`src/rtl/gelu_batch_scheduler_if.sv`:
```
// Handshake and buffer bus between the layer controller, the buffers,
// the GELU activation unit and gelu_batch_scheduler.
//
// Signals:
//   start/base_src/base_dst/length  batch launch and configuration
//   hold                            stalls issue of new source reads
//   src_rd_en/src_addr/src_rd_data  source buffer read port
//   act_in/act_valid/act_out        activation unit operand/result
//   dst_wr_en/dst_addr/dst_wr_data  destination buffer write port
//   busy/done/elem_count            batch status
//
// master: the scheduler side. slave: controller, buffers and datapath.
interface gelu_batch_scheduler_if #(
    parameter int DATA_W = 8,
    parameter int ADDR_W = 8
);
    logic              start;
    logic [ADDR_W-1:0] base_src;
    logic [ADDR_W-1:0] base_dst;
    logic [ADDR_W-1:0] length;
    logic              hold;

    logic              src_rd_en;
    logic [ADDR_W-1:0] src_addr;
    logic [DATA_W-1:0] src_rd_data;

    logic [DATA_W-1:0] act_in;
    logic              act_valid;
    logic [DATA_W-1:0] act_out;

    logic              dst_wr_en;
    logic [ADDR_W-1:0] dst_addr;
    logic [DATA_W-1:0] dst_wr_data;

    logic              busy;
    logic              done;
    logic [ADDR_W-1:0] elem_count;

    modport master (
        input  start,
        input  base_src,
        input  base_dst,
        input  length,
        input  hold,
        output src_rd_en,
        output src_addr,
        input  src_rd_data,
        output act_in,
        output act_valid,
        input  act_out,
        output dst_wr_en,
        output dst_addr,
        output dst_wr_data,
        output busy,
        output done,
        output elem_count
    );

    modport slave (
        output start,
        output base_src,
        output base_dst,
        output length,
        output hold,
        input  src_rd_en,
        input  src_addr,
        output src_rd_data,
        input  act_in,
        input  act_valid,
        output act_out,
        input  dst_wr_en,
        input  dst_addr,
        input  dst_wr_data,
        input  busy,
        input  done,
        input  elem_count
    );
endinterface

```
`src/rtl/gelu_batch_scheduler.sv`:
```
// Streams a batch of Q3.5 activations through one shared fixed-latency
// GELU unit: reads source buffer, tags in-flight elements, writes results.
//
// Ports:
//   clk    rising-edge clock
//   reset  asynchronous, active-low
//   bus    gelu_batch_scheduler_if.master (config, buffers, act unit, status)
module gelu_batch_scheduler #(
    parameter int DATA_W  = 8,
    parameter int ADDR_W  = 8,
    parameter int ACT_LAT = 2
) (
    input logic                  clk,
    input logic                  reset,
    gelu_batch_scheduler_if.master bus
);

    typedef enum logic [1:0] {
        IDLE,
        RUN,
        DRAIN,
        DONE
    } state_t;

    state_t state_q;
    state_t state_d;

    logic [ADDR_W-1:0] src_base_q;
    logic [ADDR_W-1:0] dst_base_q;
    logic [ADDR_W-1:0] len_q;
    logic [ADDR_W-1:0] issued_q;
    logic [ADDR_W-1:0] issued_nx;
    logic [ADDR_W-1:0] elem_q;

    // Tag pipe: stage 0 lines up with act_valid, stage ACT_LAT with act_out.
    logic [ACT_LAT:0]  tag_v_q;
    logic [ADDR_W-1:0] tag_a_q [ACT_LAT+1];

    logic              load;
    logic              issue;
    logic              busy_c;
    logic              done_c;
    logic              wr_c;
    logic [DATA_W-1:0] result;

    assign issued_nx = issued_q + ADDR_W'(1);
    assign wr_c      = tag_v_q[ACT_LAT];
    assign result    = bus.act_out;

    always_comb begin
        state_d = state_q;
        load    = 1'b0;
        issue   = 1'b0;
        busy_c  = 1'b0;
        done_c  = 1'b0;
        unique case (state_q)
            IDLE: begin
                if (bus.start) begin
                    load    = 1'b1;
                    state_d = (bus.length != '0) ? RUN : DONE;
                end
            end
            RUN: begin
                busy_c = 1'b1;
                if (!bus.hold) begin
                    issue = 1'b1;
                    if (issued_nx == len_q)
                        state_d = DRAIN;
                end
            end
            DRAIN: begin
                busy_c = 1'b1;
                // Only the stage being written this cycle may still be live.
                if (tag_v_q[ACT_LAT-1:0] == '0)
                    state_d = DONE;
            end
            DONE: begin
                done_c  = 1'b1;
                state_d = IDLE;
            end
            default: state_d = IDLE;
        endcase
    end

    always_ff @(posedge clk or negedge reset) begin
        if (!reset)
            state_q <= IDLE;
        else
            state_q <= state_d;
    end

    always_ff @(posedge clk or negedge reset) begin
        if (!reset) begin
            src_base_q <= '0;
            dst_base_q <= '0;
            len_q      <= '0;
            issued_q   <= '0;
        end else if (load) begin
            src_base_q <= bus.base_src;
            dst_base_q <= bus.base_dst;
            len_q      <= bus.length;
            issued_q   <= '0;
        end else if (issue) begin
            issued_q   <= issued_nx;
        end
    end

    always_ff @(posedge clk or negedge reset) begin
        if (!reset)
            elem_q <= '0;
        else if (load)
            elem_q <= '0;
        else if (wr_c)
            elem_q <= elem_q + ADDR_W'(1);
    end

    always_ff @(posedge clk or negedge reset) begin
        if (!reset) begin
            tag_v_q <= '0;
            for (int i = 0; i <= ACT_LAT; i++)
                tag_a_q[i] <= '0;
        end else begin
            tag_v_q    <= {tag_v_q[ACT_LAT-1:0], issue};
            tag_a_q[0] <= dst_base_q + issued_q;
            for (int i = 1; i <= ACT_LAT; i++)
                tag_a_q[i] <= tag_a_q[i-1];
        end
    end

    assign bus.src_rd_en   = issue;
    assign bus.src_addr    = issue ? (src_base_q + issued_q) : '0;
    assign bus.act_valid   = tag_v_q[0];
    assign bus.act_in      = bus.src_rd_data;
    assign bus.dst_wr_en   = wr_c;
    assign bus.dst_addr    = wr_c ? tag_a_q[ACT_LAT] : '0;
    assign bus.dst_wr_data = result;
    assign bus.busy        = busy_c;
    assign bus.done        = done_c;
    assign bus.elem_count  = elem_q;

endmodule
```
`src/flat_wrapper.sv`:
```
// flat-port wrapper written by rule: the top's interface ports become plain ports
module gelu_batch_scheduler_flat 
#(
    parameter int DATA_W  = 8,
    parameter int ADDR_W  = 8,
    parameter int ACT_LAT = 2
)
  (clk, reset, bus_start, bus_base_src, bus_base_dst, bus_length, bus_hold, bus_src_rd_en, bus_src_addr, bus_src_rd_data, bus_act_in, bus_act_valid, bus_act_out, bus_dst_wr_en, bus_dst_addr, bus_dst_wr_data, bus_busy, bus_done, bus_elem_count);
  gelu_batch_scheduler_if #(.DATA_W(DATA_W), .ADDR_W(ADDR_W)) bus_i ();
  input logic clk;
  input logic reset;
  input wire logic [$bits(bus_i.start)-1:0] bus_start;
  input wire logic [$bits(bus_i.base_src)-1:0] bus_base_src;
  input wire logic [$bits(bus_i.base_dst)-1:0] bus_base_dst;
  input wire logic [$bits(bus_i.length)-1:0] bus_length;
  input wire logic [$bits(bus_i.hold)-1:0] bus_hold;
  output wire logic [$bits(bus_i.src_rd_en)-1:0] bus_src_rd_en;
  output wire logic [$bits(bus_i.src_addr)-1:0] bus_src_addr;
  input wire logic [$bits(bus_i.src_rd_data)-1:0] bus_src_rd_data;
  output wire logic [$bits(bus_i.act_in)-1:0] bus_act_in;
  output wire logic [$bits(bus_i.act_valid)-1:0] bus_act_valid;
  input wire logic [$bits(bus_i.act_out)-1:0] bus_act_out;
  output wire logic [$bits(bus_i.dst_wr_en)-1:0] bus_dst_wr_en;
  output wire logic [$bits(bus_i.dst_addr)-1:0] bus_dst_addr;
  output wire logic [$bits(bus_i.dst_wr_data)-1:0] bus_dst_wr_data;
  output wire logic [$bits(bus_i.busy)-1:0] bus_busy;
  output wire logic [$bits(bus_i.done)-1:0] bus_done;
  output wire logic [$bits(bus_i.elem_count)-1:0] bus_elem_count;
  assign bus_i.start = bus_start;
  assign bus_i.base_src = bus_base_src;
  assign bus_i.base_dst = bus_base_dst;
  assign bus_i.length = bus_length;
  assign bus_i.hold = bus_hold;
  assign bus_src_rd_en = bus_i.src_rd_en;
  assign bus_src_addr = bus_i.src_addr;
  assign bus_i.src_rd_data = bus_src_rd_data;
  assign bus_act_in = bus_i.act_in;
  assign bus_act_valid = bus_i.act_valid;
  assign bus_i.act_out = bus_act_out;
  assign bus_dst_wr_en = bus_i.dst_wr_en;
  assign bus_dst_addr = bus_i.dst_addr;
  assign bus_dst_wr_data = bus_i.dst_wr_data;
  assign bus_busy = bus_i.busy;
  assign bus_done = bus_i.done;
  assign bus_elem_count = bus_i.elem_count;
  gelu_batch_scheduler #(.DATA_W(DATA_W), .ADDR_W(ADDR_W), .ACT_LAT(ACT_LAT)) u_core (.clk(clk), .reset(reset), .bus(bus_i));
endmodule
```
`config.mk`:
```
export PLATFORM = sky130hd
export DESIGN_NAME = gelu_batch_scheduler_flat
export DESIGN_NICKNAME = d
export VERILOG_FILES = /design/src/rtl/gelu_batch_scheduler_if.sv /design/src/rtl/gelu_batch_scheduler.sv /design/src/flat_wrapper.sv
export SDC_FILE = /design/constraint.sdc
export NUM_CORES = 1
export LEC_CHECK = 0
export CAP_MARGIN = 0
export CELL_PAD_IN_SITES_DETAIL_PLACEMENT = 0
export CELL_PAD_IN_SITES_GLOBAL_PLACEMENT = 1
export CORE_ASPECT_RATIO = 0.75
export CORE_UTILIZATION = 40
export DETAILED_ROUTE_END_ITERATION = 7
export PLACE_DENSITY = 0.9
export SLEW_MARGIN = 30
export SYNTH_ARGS = -nofsm -noshare
export SYNTH_HDL_FRONTEND = slang
export SYNTH_SLANG_ARGS = --single-unit
export TNS_END_PERCENT = 50
```
`constraint.sdc`:
```
create_clock -name clk -period 4.07 [get_ports clk]
set_input_delay 0.814 -clock clk [delete_from_list [all_inputs] [get_ports clk]]
set_output_delay 0.814 -clock clk [all_outputs]
set_load 0.01 [all_outputs]
```
After elaboration in Yosys (flattened, before gate mapping)
Index checks and enable logic that the tools add are counted.
{ "totals": {"wordCells": 47, "regBits": 69, "inputBits": 44} }
{ "op_classes": {"n_eq_ne": 8, "muxes": 18, "add_sub_neg": 4, "reduce_logical": 7} }
{ "op_table": {"columns": ["operator", "n"], "rows": [
  ["8-bit two-way mux", 6],
  ["8-bit by 1-bit adder with 8-bit output (second input constant)", 2],
  ["8-bit adder", 2],
  ["2-bit two-way mux", 5],
  ["8-bit equality test", 1],
  ["2-bit case mux with 4 select lines", 1],
  ["8-bit nonzero test", 1],
  ["1-bit two-way mux", 6],
  ["2-bit equality test (second input constant)", 2],
  ["2-bit logical NOT", 2],
  ["2-bit by 1-bit != test with 1-bit output (second input constant)", 2],
  ["2-bit != test (second input constant)", 2],
  ["4-bit AND reduction", 1],
  ["2-bit nonzero test", 2],
  ["2-bit by 1-bit equality test with 1-bit output (second input constant)", 1],
  ["2-bit OR reduction", 1]
]} }

Logic depth before layout (Yosys ltp)
Gate-level depths: netlist of run 1.
{ "depth": {"word_depth": 5, "ltp_mapped": 9, "depth_no_buf": 9} }

Worst setup path after synthesis of run 1
Ideal clock, no wire load.
{ "synth_timing": {"path_type": "flip-flop to output port", "startpoint": "register u_core.issued_q[0]", "endpoint": "output port bus_src_addr[6]", "stages_incl_launch_ff": 9, "arrival_time_ns": 1.889, "required_ns": 3.256, "setup_slack_ns": 1.367, "path_cell_list": "dfrtp_1 ha_1 fa_1 a21o_1 a21oi_1 o21bai_1 a21oi_1 xor2_1 nor2_1"} }
{ "synth_via": {"elab_chain_len": 2} }
{ "synth_rtl": {"columns": ["element", "line", "rtl"], "rows": [
  ["start: declaration", "gelu_batch_scheduler.sv:31", "logic [ADDR_W-1:0] issued_q;"],
  ["start signal: assignment", "gelu_batch_scheduler.sv:104", "issued_q <= issued_nx;"],
  ["8-bit adder", "gelu_batch_scheduler.sv:131", "assign bus.src_addr = issue ? (src_base_q + issued_q) : '0;"],
  ["8-bit two-way mux", "gelu_batch_scheduler.sv:131", null],
  ["end: declaration", "flat_wrapper.sv:18", "output wire logic [$bits(bus_i.src_addr)-1:0] bus_src_addr;"]
]} }
Every way passes these cells.

Worst setup path in the final report of run 1
Same ends and word-level chain as after synthesis.

==> impl_metrics.env, run 1 <==
export IMPL_status="complete, no violations"
export IMPL_drv_cap=0
export IMPL_dr_pass1_iters=5
export IMPL_final_net_count=456
export IMPL_drc=0
export IMPL_grt_pass1_wl_um=11300
export IMPL_rr_startpoint="u_core.issued_q[1]$_DFFE_PN0P_"
export IMPL_worst_pin_slew_ps=807
export IMPL_drt_iter0_drc=73
export IMPL_cts_made_buffers=9
export IMPL_hold_path_end="u_core.tag_a_q[1]$_DFF_PN0_"
export IMPL_dieWidth_um=109
export IMPL_post_synth_num_cell_types=33
export IMPL_cellPowerDensity_nw_per_um2=662
export IMPL_hp_class="flop to flop"
export IMPL_period_needed_ps=3680
export IMPL_fmax_mhz=272
export IMPL_area_growth_pct=24.0
export IMPL_startpoint="u_core.issued_q[0]$_DFFE_PN0P_"
export IMPL_hold_path_depth=0
export IMPL_crit_fanout=6
export IMPL_cts_tree="done"
export IMPL_nFillCells=729
export IMPL_cts_resized_gates=0
export IMPL_synth_edf_count=0
export IMPL_grt_use_total_pct=17.1
export IMPL_ys_seq_area_share_pct=50.4
export IMPL_die_area_um2=8940
export IMPL_vdd_ir_drop_max_mv=0.336
export IMPL_cts_setup_buffers=0
export IMPL_drive_gt1_share_pct=5.58
export IMPL_start_util_pct=42.3
export IMPL_cts_sinks=69
export IMPL_async_flop_share_pct=100
export IMPL_arrival_ps=2860
export IMPL_slowest_stage="clkdlybuf4s50_1"
export IMPL_path_buf_inv=1
export IMPL_ys_warn_count=0
export IMPL_worstPathRequired_ps=3260
export IMPL_multi_input_area_um2=1480
export IMPL_syn_inst=349
export IMPL_first_global_vias=2332
export IMPL_skew_ps=7.34
export IMPL_worstPathCellList="ha_1 > fa_1 > a21o_1 > a21oi_1 > o21bai_1 > a21oi_1 > xor2_1 > nor2_1 > clkdlybuf4s50_1"
export IMPL_detail_route_antenna_nets=0
export IMPL_synth_fp_nets=416
export IMPL_wirelength_um=6760
export IMPL_hold_buffers=0
export IMPL_h_tree_depth=3
export IMPL_synth_avg_cell_area_um2=9.82
export IMPL_die_h_um=82.1
export IMPL_r2r_slack_ps=1940
export IMPL_crit_path_frequent_cell="a21oi_1"
export IMPL_antenna_found_initial=0
export IMPL_cp_top_family="compound AO/OA/AOI/OAI gates"
export IMPL_ios=89
export IMPL_numPortBuffers=56
export IMPL_rsz0062_at_grt="false"
export IMPL_crit_path_end_kind="primary output"
export IMPL_dp_cells=483
export IMPL_seq_area_um2=1730
export IMPL_via_per_inst=4.85
export IMPL_grt_ovfl_total=0
export IMPL_finalSetupTns_ps=0
export IMPL_cp_start_kind="flop"
export IMPL_leakage_uw=0.00201
export IMPL_ys_flop_type="dfrtp_1"
export IMPL_slew_headroom_pct=46.1
export IMPL_r2r_end="u_core.state_q[0]$_DFFE_PN0P_"
export IMPL_path_clk_slew_ps=60
export IMPL_maxSlewViolCount=0
export IMPL_vias=2420
export IMPL_dp_hpwl_um=4910
export IMPL_hold_viol_final=0
export IMPL_ys_ff_latch=69
export IMPL_core_area_um2=8090
export IMPL_max_stage_delay_ps=550
export IMPL_reg2reg_depth=6
export IMPL_hp_start="u_core.tag_a_q[9]$_DFF_PN0_"
export IMPL_setup_viol=0
export IMPL_cts_max_path_buffers=2
export IMPL_diodes=0
export IMPL_clk_latency_ps=330
export IMPL_placementRows=28
export IMPL_grt_max_degree=40
export IMPL_wl_per_cell_um=13.5
export IMPL_cts_root_buf="clkbuf_16"
export IMPL_fin_cells=499
export IMPL_gp_congestion=0.798
export IMPL_period_share_pct=90.4
export IMPL_criticalPathCategory="flop to primary output"
export IMPL_syn_cell_area_um2=3430
layout by cell type (no fill, tap or decap):
cell and count:
inv_2 1, and2_1 12, xor2_1 13, nor3_1 4, and3_1 3, nand2_1 84
fa_1 2, clkinv_4 1, a21oi_1 9, o21ai_1 4, nand4_1 5, nand3_1 1
o311a_1 1, clkbuf_16 9, buf_4 2, xnor2_1 23, o41ai_1 2, nor2_1 28
nand2b_1 2, nor4_1 3, clkdlybuf4s50_1 55, inv_1 9, a21o_1 4, bufinv_16 1
clkinv_2 2, nand3_2 2, o32a_1 1, a31oi_1 2, o21bai_1 1, mux2i_1 3
dfrtp_1 69, clkinvlp_4 1, nor2b_1 2, inv_6 2, buf_2 1, or3_1 3
o21ai_0 6, ha_1 21
flip-flops by register name (all words and copies together) (netlist names):
signal	cells
u_core.tag_a_q	24
u_core.state_q	2
u_core.dst_base_q	8
u_core.src_base_q	8
u_core.tag_v_q	3
u_core.len_q	8
u_core.bus.elem_count	8
u_core.issued_q	8
worst reg2reg max path, cell delays in order (launching register included):
cell and delay, ps:
dfrtp_1 490, ha_1 280, nand3_2 160, and2_1 230, o311a_1 320, o32a_1 400
mux2i_1 140
power breakdown:
group	total, µW	switching, µW	internal [µW]
combinational	919	467	452
clock	769	293	476
sequential	1120	168	955
total	2810	928	1880
cells by family (layout without fill, tap and decap cells):
| logic type | Yosys count | count (layout) | synth area share [%] |
|---|---|---|---|
| xor+xnor | 36 | 36 | 9.20 |
| mux | 3 | 3 | 0.877 |
| fa+ha+maj | 23 | 23 | 8.84 |
| flops | 69 | 69 | 50.4 |
| compound gates | 30 | 30 | 5.33 |
| simple gates | 149 | 149 | 19.1 |
| buf+inv | 39 | 84 | 6.28 |
final cells by class:
cell class	count	share of cell area (%)
clock buffers	9	5.30
inverters	10	0.883
flip-flops and latches	69	40.6
repair buffers	58	13.4
multi-input cells	241	34.9
well taps	105	3.09
clock inverters	7	1.74
stage by stage:
stage	hold WS (ps)	utilization (%)	instance area, µm²	setup slack, ps	power [µW]
floorplan	331	-	3430	1370	1730
global placement	334	48.8	3950	742	2030
detailed placement	336	48.8	3950	710	2070
CTS	348	52.5	4250	382	2860
global route	351	52.5	4250	106	3020
finish	347	52.5	4250	392	2810
metal layers:
metal | track usage (%) | wire length, µm | up-vias
met5 | 0 | 0 | -
met4 | 5.14 | 70 | 0
met3 | 6.67 | 392 | 9
met2 | 27.2 | 3150 | 66
met1 | 21.5 | 3150 | 1155
li1 | - | - | 1190
worst max-delay path by stage:
| stage | depth (start not counted) | to |
|---|---|---|
| after floorplan | 8 | bus_src_addr[6] |
| after global placement | 5 | bus_src_addr[1] |
| after detailed placement | 5 | bus_src_addr[1] |
| after CTS | 9 | bus_src_addr[6] |
| after global routing | 8 | bus_src_addr[7] |
| final | 9 | bus_src_addr[6] |
cell usage after synthesis, types with 5 or more instances:
cell type,n,area share (%)
a21oi_1,9,1.3
and2_1,12,2.2
buf_4,18,3.9
clkbuf_1,8,0.88
dfrtp_1,69,50
ha_1,21,7.7
inv_1,9,0.99
nand2_1,84,9.2
nand4_1,5,0.91
nor2_1,28,3.1
o21ai_0,6,0.88
xnor2_1,23,5.9
xor2_1,13,3.3
Power figures use the tool's default switching activity.
==> run 2: changes to the inputs <==
==> constraint.sdc (replaced) <==
create_clock -name clk -period 4.07 [get_ports clk]
set_input_delay 0.814 -clock clk [delete_from_list [all_inputs] [get_ports clk]]
set_output_delay 0.814 -clock clk [all_outputs]
set_load 0.02 [all_outputs]
==> run 2 against run 1 <==
Sequential power barely moved. Core utilization rose by 0.36 points. Register-to-register slack barely moved. Final cell count did not move. Critical path type unchanged. Highest routed layer unchanged.
==> impl_metrics.env, run 2 (synthesis gave the netlist of run 1 again) <==
export IMPL_final_net_count=456
export IMPL_cellPowerDensity_nw_per_um2=689
export IMPL_path_clk_slew_ps=60
export IMPL_grt_max_degree=40
export IMPL_drc=0
export IMPL_period_needed_ps=3760
export IMPL_grt_use_total_pct=16.9
export IMPL_nFillCells=738
export IMPL_core_area_um2=8090
export IMPL_drt_iter0_drc=71
export IMPL_leakage_uw=0.00202
export IMPL_drv_cap=0
export IMPL_skew_ps=7.60
export IMPL_detail_route_antenna_nets=0
export IMPL_cts_tree="done"
export IMPL_reg2reg_depth=6
export IMPL_vdd_ir_drop_max_mv=0.405
export IMPL_slew_headroom_pct=46.7
export IMPL_crit_fanout=6
export IMPL_ios=89
export IMPL_p_int_uw=1950
export IMPL_status="complete, no violations"
export IMPL_cp_start_kind="flop"
export IMPL_criticalPathCategory="flop to primary output"
export IMPL_path_buf_inv=1
export IMPL_arrival_ps=2940
export IMPL_setup_viol=0
export IMPL_layout_common_cells="84 x nand2_1, 69 x dfrtp_1, 55 x clkdlybuf4s50_1"
export IMPL_diodes=0
export IMPL_cts_max_path_buffers=2
export IMPL_hp_class="flop to flop"
export IMPL_first_global_vias=2380
export IMPL_worst_pin_slew_ps=797
export IMPL_placementRows=28
export IMPL_crit_path_frequent_cell="a21oi_1"
export IMPL_cts_made_buffers=9
export IMPL_drive_gt1_share_pct=5.58
export IMPL_largest_reg_flops=24
export IMPL_combPwrFrac_pct=33.0
export IMPL_final_util_pct=52.9
export IMPL_dp_hpwl_um=5010
export IMPL_via_per_inst=4.85
export IMPL_area_growth_pct=24.9
export IMPL_power_switching_uw=993
export IMPL_slowest_stage="clkdlybuf4s50_1"
export IMPL_cts_setup_buffers=0
export IMPL_start_util_pct=42.3
export IMPL_wirelength_um=6790
export IMPL_pwr_share_clk_pct=28.8
export IMPL_period_share_pct=92.3
export IMPL_max_stage_delay_ps=620
export IMPL_clk_latency_ps=330
export IMPL_grt_ovfl_total=0
export IMPL_antenna_found_initial=0
export IMPL_whs_ps=348
export IMPL_p_total_uw=2950
export IMPL_h_tree_depth=3
export IMPL_worstPathCellList="ha_1 > fa_1 > a21o_1 > a21oi_1 > o21bai_1 > a21oi_1 > xor2_1 > nor2_1 > clkdlybuf4s50_1"
export IMPL_die_area_um2=8940
export IMPL_hold_buffers=0
export IMPL_cp_top_family="adder cells"
export IMPL_hold_viol_final=0
export IMPL_vias=2420
export IMPL_pwr_share_seq_pct=38.2
export IMPL_rsz0062_at_grt="false"
export IMPL_maxSlewViolCount=0
export IMPL_fmax_mhz=266
export IMPL_dieWidth_um=109
export IMPL_p_sw_share_pct=33.7
export IMPL_grt_pass1_wl_um=11100
export IMPL_wl_per_cell_um=13.6
export IMPL_worstPathRequired_ps=3260
export IMPL_finalSetupTns_ps=0
export IMPL_top_register="u_core.tag_a_q"
export IMPL_hold_path_depth=0
export IMPL_gp_congestion=0.799
export IMPL_final_common_cell="nand2_1"
export IMPL_cts_root_buf="clkbuf_16"
export IMPL_cts_sinks=69
export IMPL_cts_resized_gates=0
export IMPL_worst_path_stages=9
export IMPL_dr_pass1_iters=4
export IMPL_die_h_um=82.1
export IMPL_numPortBuffers=56
export IMPL_crit_path_end_kind="primary output"
## run 2: cell count changes in the layout (fill, tap and decap cells not counted)
cell,delta
clkinv_4,-1
inv_6,+2
bufinv_16,+1
clkinv_2,-2
## run 2: power groups by stage
stage	Sequential, µW	Clock [µW]	Combinational (µW)
after floorplan	1100	0	694
final	1130	848	972
after detailed placement	1140	0	980
after global placement	1130	0	951
after global routing	1160	901	1090
after CTS	1130	869	986
## run 2: worst paths after layout
path / slack [ps] / endpoint / start
max: 310 / bus_src_addr[6] / u_core.issued_q[0]$_DFFE_PN0P_
min: 350 / u_core.tag_a_q[13]$_DFF_PN0_ / u_core.tag_a_q[21]$_DFF_PN0_
max reg2reg: 1940 / u_core.state_q[1]$_DFFE_PN0P_ / u_core.issued_q[1]$_DFFE_PN0P_
min reg2reg: 350 / u_core.tag_a_q[13]$_DFF_PN0_ / u_core.tag_a_q[21]$_DFF_PN0_
max in group asynchronous: 2590 / u_core.tag_v_q[1]$_DFF_PN0_ / reset
min in group asynchronous: 520 / u_core.bus.elem_count[0]$_DFFE_PN0P_ / reset
## run 2: worst reg2reg max path, stage by stage, from the launching register on
cell and delay (ps):
dfrtp_1 500, ha_1 300, nand3_2 150, and2_1 220, o311a_1 320, o32a_1 380, mux2i_1 140
## run 2: final cells by class
cell class	instances	area, µm²	area share, %
clock inverters	7	103	2.40
well taps	105	131	3.07
clock buffers	9	225	5.26
multi-input cells	241	1480	34.7
repair buffers	58	571	13.3
inverters	10	37.5	0.877
flip-flops and latches	69	1730	40.4
## run 2: metal layers
layer	share of wire, %	up-vias	routed length, µm	GRT usage, %
met5	0	-	0	0
met3	5.7	11	385	5.89
met2	46	61	3150	28.1
met4	1.8	0	120	6.35
li1	-	1190	-	-
met1	46	1158	3130	20.3
## run 2: through the flow
stage	instances	setup slack (ps)	area, µm²
2_1_floorplan	349	1240	3430
3_3_place_gp	483	681	3950
3_5_place_dp	483	652	3950
4_1_cts	499	289	4280
5_1_grt	499	109	4280
6_report	499	313	4280
==> run 3: changes to the inputs <==
--- a/config.mk
+++ b/config.mk
@@ -8,7 +8,6 @@
 export CAP_MARGIN = 0
 export CELL_PAD_IN_SITES_DETAIL_PLACEMENT = 0
 export CELL_PAD_IN_SITES_GLOBAL_PLACEMENT = 1
-export CORE_ASPECT_RATIO = 0.75
 export CORE_UTILIZATION = 40
 export DETAILED_ROUTE_END_ITERATION = 7
 export PLACE_DENSITY = 0.9
==> run 3 against run 2 <==
Flip-flop and latch count stayed put. Sequential power about the same. Count of clock-buffer cells in the layout did not move. Combinational power decreased by 0.9%. Power decreased by 11%. Final cell count is the same. Maximum frequency shrank 0.46%. Non-clock buffer count stayed put. Hold slack gained 2.3 ps. Sequential share of layout area rose by 1.2 points. Clock skew is 2.6 ps higher. Global-route usage decreased by 0.28 points. Largest cell class unchanged. Highest routed layer unchanged.
==> impl_metrics.env, run 3 (synthesis gave the netlist of run 1 again) <==
export IMPL_grt_max_degree=52
export IMPL_cts_setup_buffers=0
export IMPL_cts_resized_gates=0
export IMPL_grt_ovfl_total=0
export IMPL_pwr_share_seq_pct=42.7
export IMPL_crit_path_frequent_cell="a21oi_1"
export IMPL_path_clk_slew_ps=70
export IMPL_p_sw_share_pct=35.9
export IMPL_dieWidth_um=94.5
export IMPL_leakage_uw=0.00196
export IMPL_h_tree_depth=3
export IMPL_wl_per_cell_um=13.0
export IMPL_antenna_found_initial=0
export IMPL_cts_made_buffers=9
export IMPL_arrival_ps=2960
export IMPL_top_register="u_core.tag_a_q"
export IMPL_combPwrFrac_pct=36.6
export IMPL_cts_max_path_buffers=2
export IMPL_drv_cap=0
export IMPL_cts_tree="done"
export IMPL_dp_hpwl_um=4800
export IMPL_highest_layer="met4"
export IMPL_period_needed_ps=3770
export IMPL_gp_congestion=0.829
export IMPL_cts_sinks=69
export IMPL_hold_viol_final=0
export IMPL_setup_viol=0
export IMPL_wl_met3_um=313
export IMPL_met2_length_um=3150
export IMPL_crit_path_end_kind="primary output"
export IMPL_largest_reg_flops=24
export IMPL_nFillCells=777
export IMPL_finalSetupTns_ps=0
export IMPL_drt_met1_wl_um=2880
export IMPL_drive_gt1_share_pct=5.58
export IMPL_die_area_um2=8940
export IMPL_placementRows=33
export IMPL_worstPathCellList="ha_1 > fa_1 > a21o_1 > a21oi_1 > o21bai_1 > a21oi_1 > xor2_1 > nor2_1 > clkdlybuf4s50_1"
export IMPL_max_stage_delay_ps=610
export IMPL_maxSlewViolCount=0
export IMPL_worstPathRequired_ps=3260
export IMPL_drt_iter0_drc=93
export IMPL_fin_cells=499
export IMPL_die_h_um=94.5
export IMPL_skew_ps=10.2
export IMPL_start_util_pct=41.5
export IMPL_grt_use_total_pct=16.6
export IMPL_vias=2427
export IMPL_criticalPathCategory="flop to primary output"
export IMPL_hold_buffers=0
export IMPL_cts_root_buf="clkbuf_8"
export IMPL_crit_fanout=6
export IMPL_diodes=0
export IMPL_first_global_vias=2431
export IMPL_p_int_uw=1690
export IMPL_status="complete, no violations"
export IMPL_worst_pin_slew_ps=783
export IMPL_vdd_ir_drop_max_mv=0.528
export IMPL_period_share_pct=92.7
export IMPL_final_common_cell="nand2_1"
export IMPL_final_net_count=456
export IMPL_grt_pass1_wl_um=11100
export IMPL_dr_pass1_iters=4
export IMPL_ios=89
export IMPL_detail_route_antenna_nets=0
export IMPL_rsz0062_at_grt="false"
export IMPL_hp_class="flop to flop"
export IMPL_area_growth_pct=21.1
export IMPL_slowest_stage="clkdlybuf4s50_1"
export IMPL_numPortBuffers=56
export IMPL_multi_input_area_um2=1480
export IMPL_drc=0
export IMPL_pwr_share_clk_pct=20.8
export IMPL_cp_top_family="adder cells"
export IMPL_dp_cells=483
export IMPL_fmax_mhz=265
export IMPL_wirelength_um=6470
export IMPL_clk_latency_ps=340
export IMPL_cellPowerDensity_nw_per_um2=635
export IMPL_seq_area_um2=1730
export IMPL_slew_headroom_pct=47.7
export IMPL_power_switching_uw=945
export IMPL_core_area_um2=8260
export IMPL_layout_common_cells="84 x nand2_1, 69 x dfrtp_1, 55 x clkdlybuf4s50_1"
export IMPL_path_buf_inv=1
export IMPL_via_per_inst=4.86
export IMPL_cp_start_kind="flop"
## run 3: changes by cell type in the layout (fill, tap and decap cells not counted)
cell and change:
clkbuf_16 -9, clkbuf_8 +9, inv_6 -3, clkinv_2 +2, clkinv_4 +2, buf_2 -1
buf_4 +1, bufinv_16 -1
## run 3: worst paths after layout
kind	from	end	slack (ps)	depth (start not counted)
hold / removal	u_core.tag_a_q[20]$_DFF_PN0_	u_core.tag_a_q[12]$_DFF_PN0_	350	0
setup reg to reg	u_core.issued_q[1]$_DFFE_PN0P_	u_core.state_q[1]$_DFFE_PN0P_	1950	6
setup / recovery	u_core.issued_q[0]$_DFFE_PN0P_	bus_src_addr[6]	300	9
min in group asynchronous	reset	u_core.src_base_q[7]$_DFFE_PN0P_	470	1
max in group asynchronous	reset	u_core.len_q[3]$_DFFE_PN0P_	2880	2
hold reg to reg	u_core.tag_a_q[20]$_DFF_PN0_	u_core.tag_a_q[12]$_DFF_PN0_	350	0
## run 3: stage by stage
step | power, µW | hold slack [ps] | setup WS, ps | util, % | instance area, µm²
2_1_floorplan | 1790 | 331 | 1240 | - | 3430
3_3_place_gp | 2070 | 334 | 687 | 47.8 | 3950
3_5_place_dp | 2110 | 335 | 648 | 47.9 | 3950
4_1_cts | 2670 | 351 | 266 | 50.3 | 4150
5_1_grt | 2850 | 356 | 114 | 50.3 | 4150
6_report | 2630 | 350 | 296 | 50.3 | 4150
## run 3: area by class of cell
cell class / count / share of cell area [%]
clock buffers: 9 / 2.98
clock inverters: 7 / 1.78
inverters: 10 / 0.904
multi-input cells: 241 / 35.8
flip-flops and latches: 69 / 41.6
well taps: 105 / 3.17
repair buffers: 58 / 13.8
## run 3: worst reg2reg max path: cells and delay by family (launching register included)
kind	cells	cell delay (ps)
AOI/OAI and AO/OA	2	710
adders and majority gates	1	290
DFF	1	500
muxes	1	140
and+or+nand+nor	2	370
## run 3: power groups by stage
stage | registers [µW] | logic [µW] | clock network, µW
detailed placement | 1140 | 967 | 0
global placement | 1130 | 945 | 0
global route | 1160 | 1080 | 600
finish | 1120 | 963 | 547
floorplan | 1100 | 694 | 0
CTS | 1130 | 975 | 563
## run 3: per-layer routing
metal  vias up  GRT usage [%]
met5         -              0
met4         0           5.81
met3         9           5.56
met2        60           28.3
met1      1162           19.5
li1       1196              -
